### src/rtl/cpu_pkg.sv
// cpu_pkg
// Shared definitions for the decode/issue stage: architectural widths,
// instruction field positions, opcode constants, the decoded-instruction
// struct, the ID/EXE entry struct and the decode function.
package cpu_pkg;

  localparam int XLEN      = 32;
  localparam int REG_IDX_W = 5;
  localparam int NUM_REGS  = 32;
  localparam int OP_W      = 6;
  localparam int FUNC_W    = 6;

  // Instruction field positions.
  localparam int OP_MSB   = 31;
  localparam int OP_LSB   = 26;
  localparam int RS_MSB   = 25;
  localparam int RS_LSB   = 21;
  localparam int RT_MSB   = 20;
  localparam int RT_LSB   = 16;
  localparam int RD_MSB   = 15;
  localparam int RD_LSB   = 11;
  localparam int FUNC_MSB = 5;
  localparam int FUNC_LSB = 0;
  localparam int IMM_MSB  = 15;
  localparam int IMM_LSB  = 0;

  // Opcodes that change how the source/destination fields are used.
  localparam logic [OP_W-1:0] OPC_RTYPE = 6'h00;
  localparam logic [OP_W-1:0] OPC_BEQ   = 6'h04;
  localparam logic [OP_W-1:0] OPC_BNE   = 6'h05;
  localparam logic [OP_W-1:0] OPC_SW    = 6'h2B;

  typedef struct packed {
    logic [OP_W-1:0]      op;
    logic [FUNC_W-1:0]    func;
    logic [REG_IDX_W-1:0] dest;
    logic                 we;
    logic [XLEN-1:0]      imm;
    logic                 use1;
    logic                 use2;
  } dec_t;

  // Contents of the ID/EXE pipeline register (valid bit kept separately).
  typedef struct packed {
    logic [XLEN-1:0]      pc;
    logic [XLEN-1:0]      val1;
    logic [XLEN-1:0]      val2;
    logic [XLEN-1:0]      imm;
    logic [OP_W-1:0]      op;
    logic [FUNC_W-1:0]    func;
    logic [REG_IDX_W-1:0] dest;
    logic                 we;
  } idex_t;

  function automatic dec_t decode(input logic [XLEN-1:0] instr);
    dec_t d;
    d.op   = instr[OP_MSB:OP_LSB];
    d.func = instr[FUNC_MSB:FUNC_LSB];
    d.imm  = {{(XLEN-16){instr[IMM_MSB]}}, instr[IMM_MSB:IMM_LSB]};
    d.use1 = 1'b1;
    unique case (d.op)
      OPC_RTYPE: begin
        d.dest = instr[RD_MSB:RD_LSB];
        d.we   = 1'b1;
        d.use2 = 1'b1;
      end
      OPC_SW, OPC_BEQ, OPC_BNE: begin
        d.dest = '0;
        d.we   = 1'b0;
        d.use2 = 1'b1;
      end
      default: begin
        d.dest = instr[RT_MSB:RT_LSB];
        d.we   = 1'b1;
        d.use2 = 1'b0;
      end
    endcase
    // r0 is hard-wired, so writing it is never a pending write.
    if (d.dest == '0) d.we = 1'b0;
    return d;
  endfunction

endpackage

### src/rtl/id_scoreboard.sv
// id_scoreboard
// Per-register pending-write counters (32 x 2 bit) and the RAW hazard query.
// Ports:
//   clk, rst            clock, asynchronous active-low reset
//   inc_en/inc_idx      issue of an instruction that writes inc_idx
//   dec_en/dec_idx      write-back retiring a write to dec_idx (never r0)
//   kill_en/kill_idx    flushed ID/EXE entry whose write will never retire
//   q1_use/q1_idx       source 1 query
//   q2_use/q2_idx       source 2 query
//   hazard              a used source has an outstanding write
module id_scoreboard
  import cpu_pkg::*;
(
  input  logic                 clk,
  input  logic                 rst,
  input  logic                 inc_en,
  input  logic [REG_IDX_W-1:0] inc_idx,
  input  logic                 dec_en,
  input  logic [REG_IDX_W-1:0] dec_idx,
  input  logic                 kill_en,
  input  logic [REG_IDX_W-1:0] kill_idx,
  input  logic                 q1_use,
  input  logic [REG_IDX_W-1:0] q1_idx,
  input  logic                 q2_use,
  input  logic [REG_IDX_W-1:0] q2_idx,
  output logic                 hazard
);

  logic [1:0] cnt_q [NUM_REGS];
  logic [1:0] cnt_d [NUM_REGS];

  // Increment, write-back decrement and kill decrement are summed per
  // register, so simultaneous events on one register net out correctly.
  always_comb begin
    for (int i = 0; i < NUM_REGS; i++) begin
      cnt_d[i] = cnt_q[i]
               + 2'(inc_en  && (inc_idx  == REG_IDX_W'(i)))
               - 2'(dec_en  && (dec_idx  == REG_IDX_W'(i)))
               - 2'(kill_en && (kill_idx == REG_IDX_W'(i)));
    end
  end

  // NOTE: the counter array is architectural state (a stale count would
  // stall forever), so every entry is reset rather than left uninitialised.
  // NOTE: sequential state uses non-blocking assignments only.
  always_ff @(posedge clk or negedge rst) begin
    if (!rst) begin
      for (int i = 0; i < NUM_REGS; i++) cnt_q[i] <= '0;
    end else begin
      for (int i = 0; i < NUM_REGS; i++) cnt_q[i] <= cnt_d[i];
    end
  end

  // A source whose only outstanding write retires this cycle is bypassed:
  // the register file writes on the falling edge, so read data is current.
  function automatic logic src_hazard(input logic                 use_src,
                                      input logic [REG_IDX_W-1:0] idx,
                                      input logic [1:0]           cnt,
                                      input logic                 wb_hit);
    logic bypass;
    bypass = (cnt == 2'd1) && wb_hit;
    return use_src && (idx != '0) && (cnt != 2'd0) && !bypass;
  endfunction

  logic h1;
  logic h2;

  always_comb begin
    h1     = src_hazard(q1_use, q1_idx, cnt_q[q1_idx], dec_en && (dec_idx == q1_idx));
    h2     = src_hazard(q2_use, q2_idx, cnt_q[q2_idx], dec_en && (dec_idx == q2_idx));
    hazard = h1 || h2;
  end

endmodule

### src/rtl/id_issue_stage.sv
// id_issue_stage
// Decode/issue stage: decodes the fetched instruction, drives register file
// read addresses, stalls on RAW hazards via the pending-write scoreboard and
// loads the ID/EXE pipeline register.
// Ports:
//   clk, rst                      clock, asynchronous active-low reset
//   in_valid/in_ready/in_instr/in_pc   fetch handshake
//   rf_src1/rf_src2, rf_reg1/rf_reg2   register file read addresses / data
//   wb_en/wb_dest                 write-back retirement
//   flush                         taken-branch kill from EXE
//   out_valid/out_ready           ID/EXE handshake
//   out_pc/out_val1/out_val2/out_imm/out_op/out_func/out_dest/out_we
//                                 ID/EXE entry contents
//   stall_count                   cycles with in_valid blocked (not flush)
module id_issue_stage
  import cpu_pkg::*;
(
  input  logic                 clk,
  input  logic                 rst,
  input  logic                 in_valid,
  output logic                 in_ready,
  input  logic [XLEN-1:0]      in_instr,
  input  logic [XLEN-1:0]      in_pc,
  output logic [REG_IDX_W-1:0] rf_src1,
  output logic [REG_IDX_W-1:0] rf_src2,
  input  logic [XLEN-1:0]      rf_reg1,
  input  logic [XLEN-1:0]      rf_reg2,
  input  logic                 wb_en,
  input  logic [REG_IDX_W-1:0] wb_dest,
  input  logic                 flush,
  output logic                 out_valid,
  input  logic                 out_ready,
  output logic [XLEN-1:0]      out_pc,
  output logic [XLEN-1:0]      out_val1,
  output logic [XLEN-1:0]      out_val2,
  output logic [XLEN-1:0]      out_imm,
  output logic [OP_W-1:0]      out_op,
  output logic [FUNC_W-1:0]    out_func,
  output logic [REG_IDX_W-1:0] out_dest,
  output logic                 out_we,
  output logic [XLEN-1:0]      stall_count
);

  dec_t            dec;
  logic            hazard;
  logic            issue;
  logic            wb_dec;
  logic            kill_en;

  logic            out_valid_q, out_valid_d;
  idex_t           idex_q, idex_d;
  logic [XLEN-1:0] stall_count_q, stall_count_d;

  // ---------------------------------------------------------------- decode
  always_comb begin
    dec     = decode(in_instr);
    rf_src1 = in_instr[RS_MSB:RS_LSB];
    rf_src2 = in_instr[RT_MSB:RT_LSB];
  end

  // ------------------------------------------------------------ scoreboard
  // The flushed entry's write will never reach write-back, so its pending
  // count is released here instead.
  assign wb_dec  = wb_en && (wb_dest != '0);
  assign kill_en = flush && out_valid_q && idex_q.we;

  id_scoreboard u_sb (
    .clk      (clk),
    .rst      (rst),
    .inc_en   (issue && dec.we),
    .inc_idx  (dec.dest),
    .dec_en   (wb_dec),
    .dec_idx  (wb_dest),
    .kill_en  (kill_en),
    .kill_idx (idex_q.dest),
    .q1_use   (dec.use1),
    .q1_idx   (rf_src1),
    .q2_use   (dec.use2),
    .q2_idx   (rf_src2),
    .hazard   (hazard)
  );

  // ------------------------------------------------------------- handshake
  assign in_ready = !flush && !hazard && (!out_valid_q || out_ready);
  assign issue    = in_valid && in_ready;

  // ------------------------------------------------------ ID/EXE register
  // NOTE: every variable is given a default at the top of the block so no
  // path leaves it unassigned, which would infer a latch.
  always_comb begin
    out_valid_d   = out_valid_q;
    idex_d        = idex_q;
    stall_count_d = stall_count_q;

    if (flush) begin
      out_valid_d = 1'b0;
    end else if (issue) begin
      out_valid_d = 1'b1;
      idex_d.pc   = in_pc;
      idex_d.val1 = rf_reg1;
      idex_d.val2 = rf_reg2;
      idex_d.imm  = dec.imm;
      idex_d.op   = dec.op;
      idex_d.func = dec.func;
      idex_d.dest = dec.dest;
      idex_d.we   = dec.we;
    end else if (out_ready) begin
      out_valid_d = 1'b0;
    end

    if (in_valid && !in_ready && !flush) stall_count_d = stall_count_q + 1'b1;
  end

  always_ff @(posedge clk or negedge rst) begin
    if (!rst) begin
      out_valid_q   <= 1'b0;
      idex_q        <= '0;
      stall_count_q <= '0;
    end else begin
      out_valid_q   <= out_valid_d;
      idex_q        <= idex_d;
      stall_count_q <= stall_count_d;
    end
  end

  assign out_valid   = out_valid_q;
  assign out_pc      = idex_q.pc;
  assign out_val1    = idex_q.val1;
  assign out_val2    = idex_q.val2;
  assign out_imm     = idex_q.imm;
  assign out_op      = idex_q.op;
  assign out_func    = idex_q.func;
  assign out_dest    = idex_q.dest;
  assign out_we      = idex_q.we;
  assign stall_count = stall_count_q;

endmodule

### config.mk
export PLATFORM = sky130hd
export DESIGN_NAME = id_issue_stage
export DESIGN_NICKNAME = d
export VERILOG_FILES = /design/src/rtl/cpu_pkg.sv /design/src/rtl/id_scoreboard.sv /design/src/rtl/id_issue_stage.sv
export SDC_FILE = /design/constraint.sdc
export NUM_CORES = 1
export LEC_CHECK = 0
export CAP_MARGIN = 20
export CORE_UTILIZATION = 40
export DETAILED_ROUTE_END_ITERATION = 8
export PLACE_DENSITY = 0.69
export SLEW_MARGIN = 40
export SYNTH_ARGS = -nofsm -noshare
export SYNTH_HDL_FRONTEND = slang
export SYNTH_SLANG_ARGS = --single-unit
### constraint.sdc
create_clock -name clk -period 7.5 [get_ports clk]
set_input_delay 1.875 -clock clk [delete_from_list [all_inputs] [get_ports clk]]
set_output_delay 1.875 -clock clk [all_outputs]
set_load 0.01 [all_outputs]
==> results.md <==
Outcome:
- The flow ran to the end, and the final reports show no timing, DRC or antenna violations.

Drt:
- The detailed router's first-iteration violation count is 714.
- After detailed routing, the number of remaining DRC violations is 0.
- The pre-antenna-repair detailed-routing pass consisted of 5 iterations.
- In this run the remaining antenna-violating nets after routing total 0.
- The routed layout has 8654 vias.
- The routed length per placed instance is 21.3 um.
- Summed over all layers, the routed wires come to 35100 um.
- Dividing the detail-routed via count by the number of cells gives 5.25.

Synthesis:
- In this run, distinct cell masters in the synthesized netlist total 51.
- The synthesized net count is 1157.
- The number of flops mapped to enable cells by yosys is 0.
- The post-synthesis sequential area ratio is 46.7%.
- Among all flip-flop cells after synthesis, the most frequent one is dfrtp_1.
- The synthesis warning total is 0.
- After synthesis, the mean cell area works out to 12.4 um2.
- The share of synthesized registers carrying an async set or reset is 100%.
- The cell area after synthesis is 11800 um2.
- After technology mapping, the gate count stands at 953.
- The synthesized flop and latch total is 221.

Critical path:
- The critical path runs through a total of 8 cells.
- Broken down by cell family, the worst path's largest delay share belongs to buffers and inverters.
- The number of cells on the worst reg-to-reg path is 13.
- The category of the worst setup path capture point is an output port.
- In this run the worst path has a maximum fanout of 18.
- The slowest stage of the critical path belongs to the cell clkdlybuf4s50_1.
- Traced cell by cell, the critical path runs through clkdlybuf4s50_1 > mux4_2 > a22oi_1 > a21boi_0 > a31oi_1 > o211ai_1 > nor2_4 > clkdlybuf4s50_1.
- STA classifies the critical path startpoint as a primary input.
- The cell that appears most often on the critical path is clkdlybuf4s50_1.
- The type of the setup path with the least slack is in -> out.
- The required time at the worst-slack endpoint is 5620 ps.
- In this design, the stage delay of the slowest critical-path cell is 1010 ps.
- The number of buffers and inverters on the critical path is 2.
- The worst endpoint data arrival time is 4890 ps.

Global routing:
- The initial antenna violation count is 2.
- The number of global-route vias before repair is 8912.
- For this run the aggregate overflow at the end of global routing stands at 0.
- Global routing used 23.3% of the available tracks across all layers.
- Entering global routing, the biggest net connects 76 pins.
- The first global-routing pass estimated 53900 um of wire.

Clock tree:
- The worst-skew pair later-pin latency is 550 ps.
- The clock transition at the registers of the reported paths is 60 ps.
- After clock tree synthesis, the flow added hold-fix buffers numbering 0.
- The number of buffers added for setup after CTS is 0.
- The clock drives 221 sinks.
- The cell chosen for the clock root is clkbuf_16.
- In this run the deepest clock path goes through 3 buffers.
- The CTS tree is done.
- The total clock buffers created by CTS is 27.
- The deepest level of the CTS H-tree is 1.
- After clock tree synthesis, the repair step resized 0 gates.

Floorplan:
- The die footprint is 30300 um2.
- The count of boundary I/O pins is 329.
- The floorplan step set the die height to 174 um.
- The area of the core is 28900 um2.
- The cell row count is 62.
- The horizontal extent of the die is 174 um.
- The initial utilization of the core area, before any placement, comes to 40.9%.

Timing:
- In the finished design, the share of the clock period the worst path needs comes to 90.3%.
- For the finished layout, the period the worst path requires is 6770 ps.
- The relative slew slack is 44.3%.
- Hold is met by 466 ps.
- Setup repair after global routing left no endpoint under its margin.
- Setup violations remaining at the end of the flow were counted as 0.
- The number of pins exceeding their max-slew limit in the final report is 0.
- After routing, the total negative slack on setup checks comes to 0 ps.
- The total count of hold-check failures in the final report is 0.
- At the pin with the least slew margin, the transition time is 832 ps.
- The clock arrives with 15.4 ps of skew.
- Derived from the worst setup path, the maximum achievable clock frequency is 0.148 GHz.

Final layout:
- The layout cell share with drive strength beyond 1 is 16.8%.
- The finished layout holds 1647 standard cells, fillers aside.
- The number of nets in the final layout is 1448.
- From synthesis to final layout, the design area changed by 36.8%.

Pwr:
- The peak supply drop is 267 uV.
- The switching power of the nets is 1.83 mW.
- For this design the ratio of total power to cell area is 352 nW/um2.
- The internal power of the cells is 3.87 mW.
- The static leakage power is 6.80 nW.
- The register share of total power is 38.2%.
- Net switching is 32.1% of the power.
- Of the total power, the clock network draws 23.6%.
- The portion of total power attributed to combinational logic is 38.2%.

Placement:
- The post-placement cell count is 1599.
- The count of input and output buffers is 328.
- The placer congestion estimate is 0.958.
- Detailed placement finished with a half-perimeter wire length of 26600 um.

Worst hold path:
- The worst hold-check path type is reg -> reg.
- The hold path depth is 1.

Flow run:
- The number of violations of the max-capacitance limit is 0.
metal layers:
metal / routed length [um] / GRT usage (%) / share of wire (%)
met5: 0 / 0 / 0
met4: 1010 / 7.35 / 2.9
met3: 2890 / 6.30 / 8.2
met2: 17200 / 39.1 / 49
met1: 14000 / 29.2 / 40
Yosys cell counts (3+ instances only):
| library cell | n | share of area [%] |
|---|---|---|
| dfrtp_1 | 221 | 47 |
| mux2_2 | 125 | 12 |
| nand2_1 | 54 | 1.7 |
| xnor2_1 | 53 | 3.9 |
| xor2_1 | 52 | 3.8 |
| nor2_1 | 46 | 1.5 |
| buf_4 | 38 | 2.4 |
| ha_1 | 34 | 3.6 |
| fa_1 | 31 | 5.2 |
| nor3_1 | 26 | 1.1 |
| mux4_2 | 24 | 4.6 |
| nor4_1 | 22 | 1.2 |
| mux2i_1 | 21 | 1.8 |
| a22oi_1 | 20 | 1.3 |
| clkbuf_1 | 20 | 0.63 |
| nand3_1 | 19 | 0.80 |
| buf_2 | 18 | 0.76 |
| inv_1 | 18 | 0.57 |
| nand4_1 | 13 | 0.69 |
| nor2b_1 | 10 | 0.53 |
| nand2b_1 | 9 | 0.48 |
| and2_1 | 7 | 0.37 |
| or3_1 | 7 | 0.37 |
| and4_1 | 6 | 0.44 |
| or4_1 | 6 | 0.38 |
| a22o_1 | 5 | 0.37 |
| and3_1 | 5 | 0.26 |
| a21oi_1 | 4 | 0.17 |
| nor4b_1 | 4 | 0.30 |
| or2_2 | 4 | 0.21 |
| a21boi_0 | 3 | 0.19 |
| nand3b_1 | 3 | 0.19 |
| o21ai_0 | 3 | 0.13 |
cell usage in the layout (no fill, tap or decap), types with 27 or more instances in the layout:
master / netlist / layout
mux2_2: 125 / 125
dfrtp_1: 221 / 221
nor2_1: 46 / 46
xnor2_1: 53 / 53
xor2_1: 52 / 52
clkbuf_16: 0 / 27
nand2_1: 54 / 54
ha_1: 34 / 34
fa_1: 31 / 31
clkdlybuf4s50_1: 0 / 327
final timing paths:
kind | start | to | slack, ps
min in group asynchronous | rst | stall_count[18] | 1230
worst min-delay path | stall_count[31] | stall_count[31] | 470
max in group asynchronous | rst | u_sb.cnt_q[18] | 5160
worst min register to register | stall_count[31] | stall_count[31] | 470
worst max register to register | u_sb.cnt_q[41] | u_sb.cnt_q[45] | 3590
worst max-delay path | in_instr[22] | in_ready | 730
flip-flops by register name, indices dropped and copies added, names as in the netlist:
register     cells
out_op           6
u_sb.cnt_q      64
out_we           1
out_dest         5
out_val1        32
stall_count     32
out_imm         16
out_pc          32
out_val2        32
out_valid        1
cells by family after synthesis:
logic type               Yosys count  synth area share (%)
adder cells (fa/ha/maj)           65                  8.84
XOR/XNOR                         105                  7.77
AND/OR/NAND/NOR                  250                  11.1
AO/OA/AOI/OAI                     44                  2.76
buffers and inverters             97                  4.54
other                              1                0.0317
flip-flops                       221                  46.7
multiplexers                     170                  18.2
power groups by stage:
| stage | Clock, mW | Combinational (mW) | Sequential, mW |
|---|---|---|---|
| 2_1_floorplan | 0 | 0.955 | 2.21 |
| 3_3_place_gp | 0 | 2.16 | 2.16 |
| 6_report | 1.34 | 2.18 | 2.18 |
| 5_1_grt | 1.43 | 2.32 | 2.24 |
| 4_1_cts | 1.38 | 2.20 | 2.17 |
| 3_5_place_dp | 0 | 2.18 | 2.18 |
per-stage QoR:
stage / total power [mW] / setup slack, ps / cell area (um2) / util (%)
after global routing: 5.99 / 588 / 16200 / 56.0
after detailed placement: 4.37 / 743 / 15300 / 52.8
after global placement: 4.33 / 764 / 15200 / 52.7
after CTS: 5.75 / 739 / 16200 / 56.0
after floorplan: 3.16 / 1830 / 11800 / -
final: 5.70 / 731 / 16200 / 56.0
cell type report:
cell class	instances	area, um2
fillers	2430	12700
multi-input cells	635	5790
flip-flops and latches	221	5530
repair buffers	341	3410
clock buffers	38	777
well taps	384	480
clock inverters	8	133
inverters	18	67.6
diodes	2	5.00
Note: power is estimated with default switching activity, not from simulation.
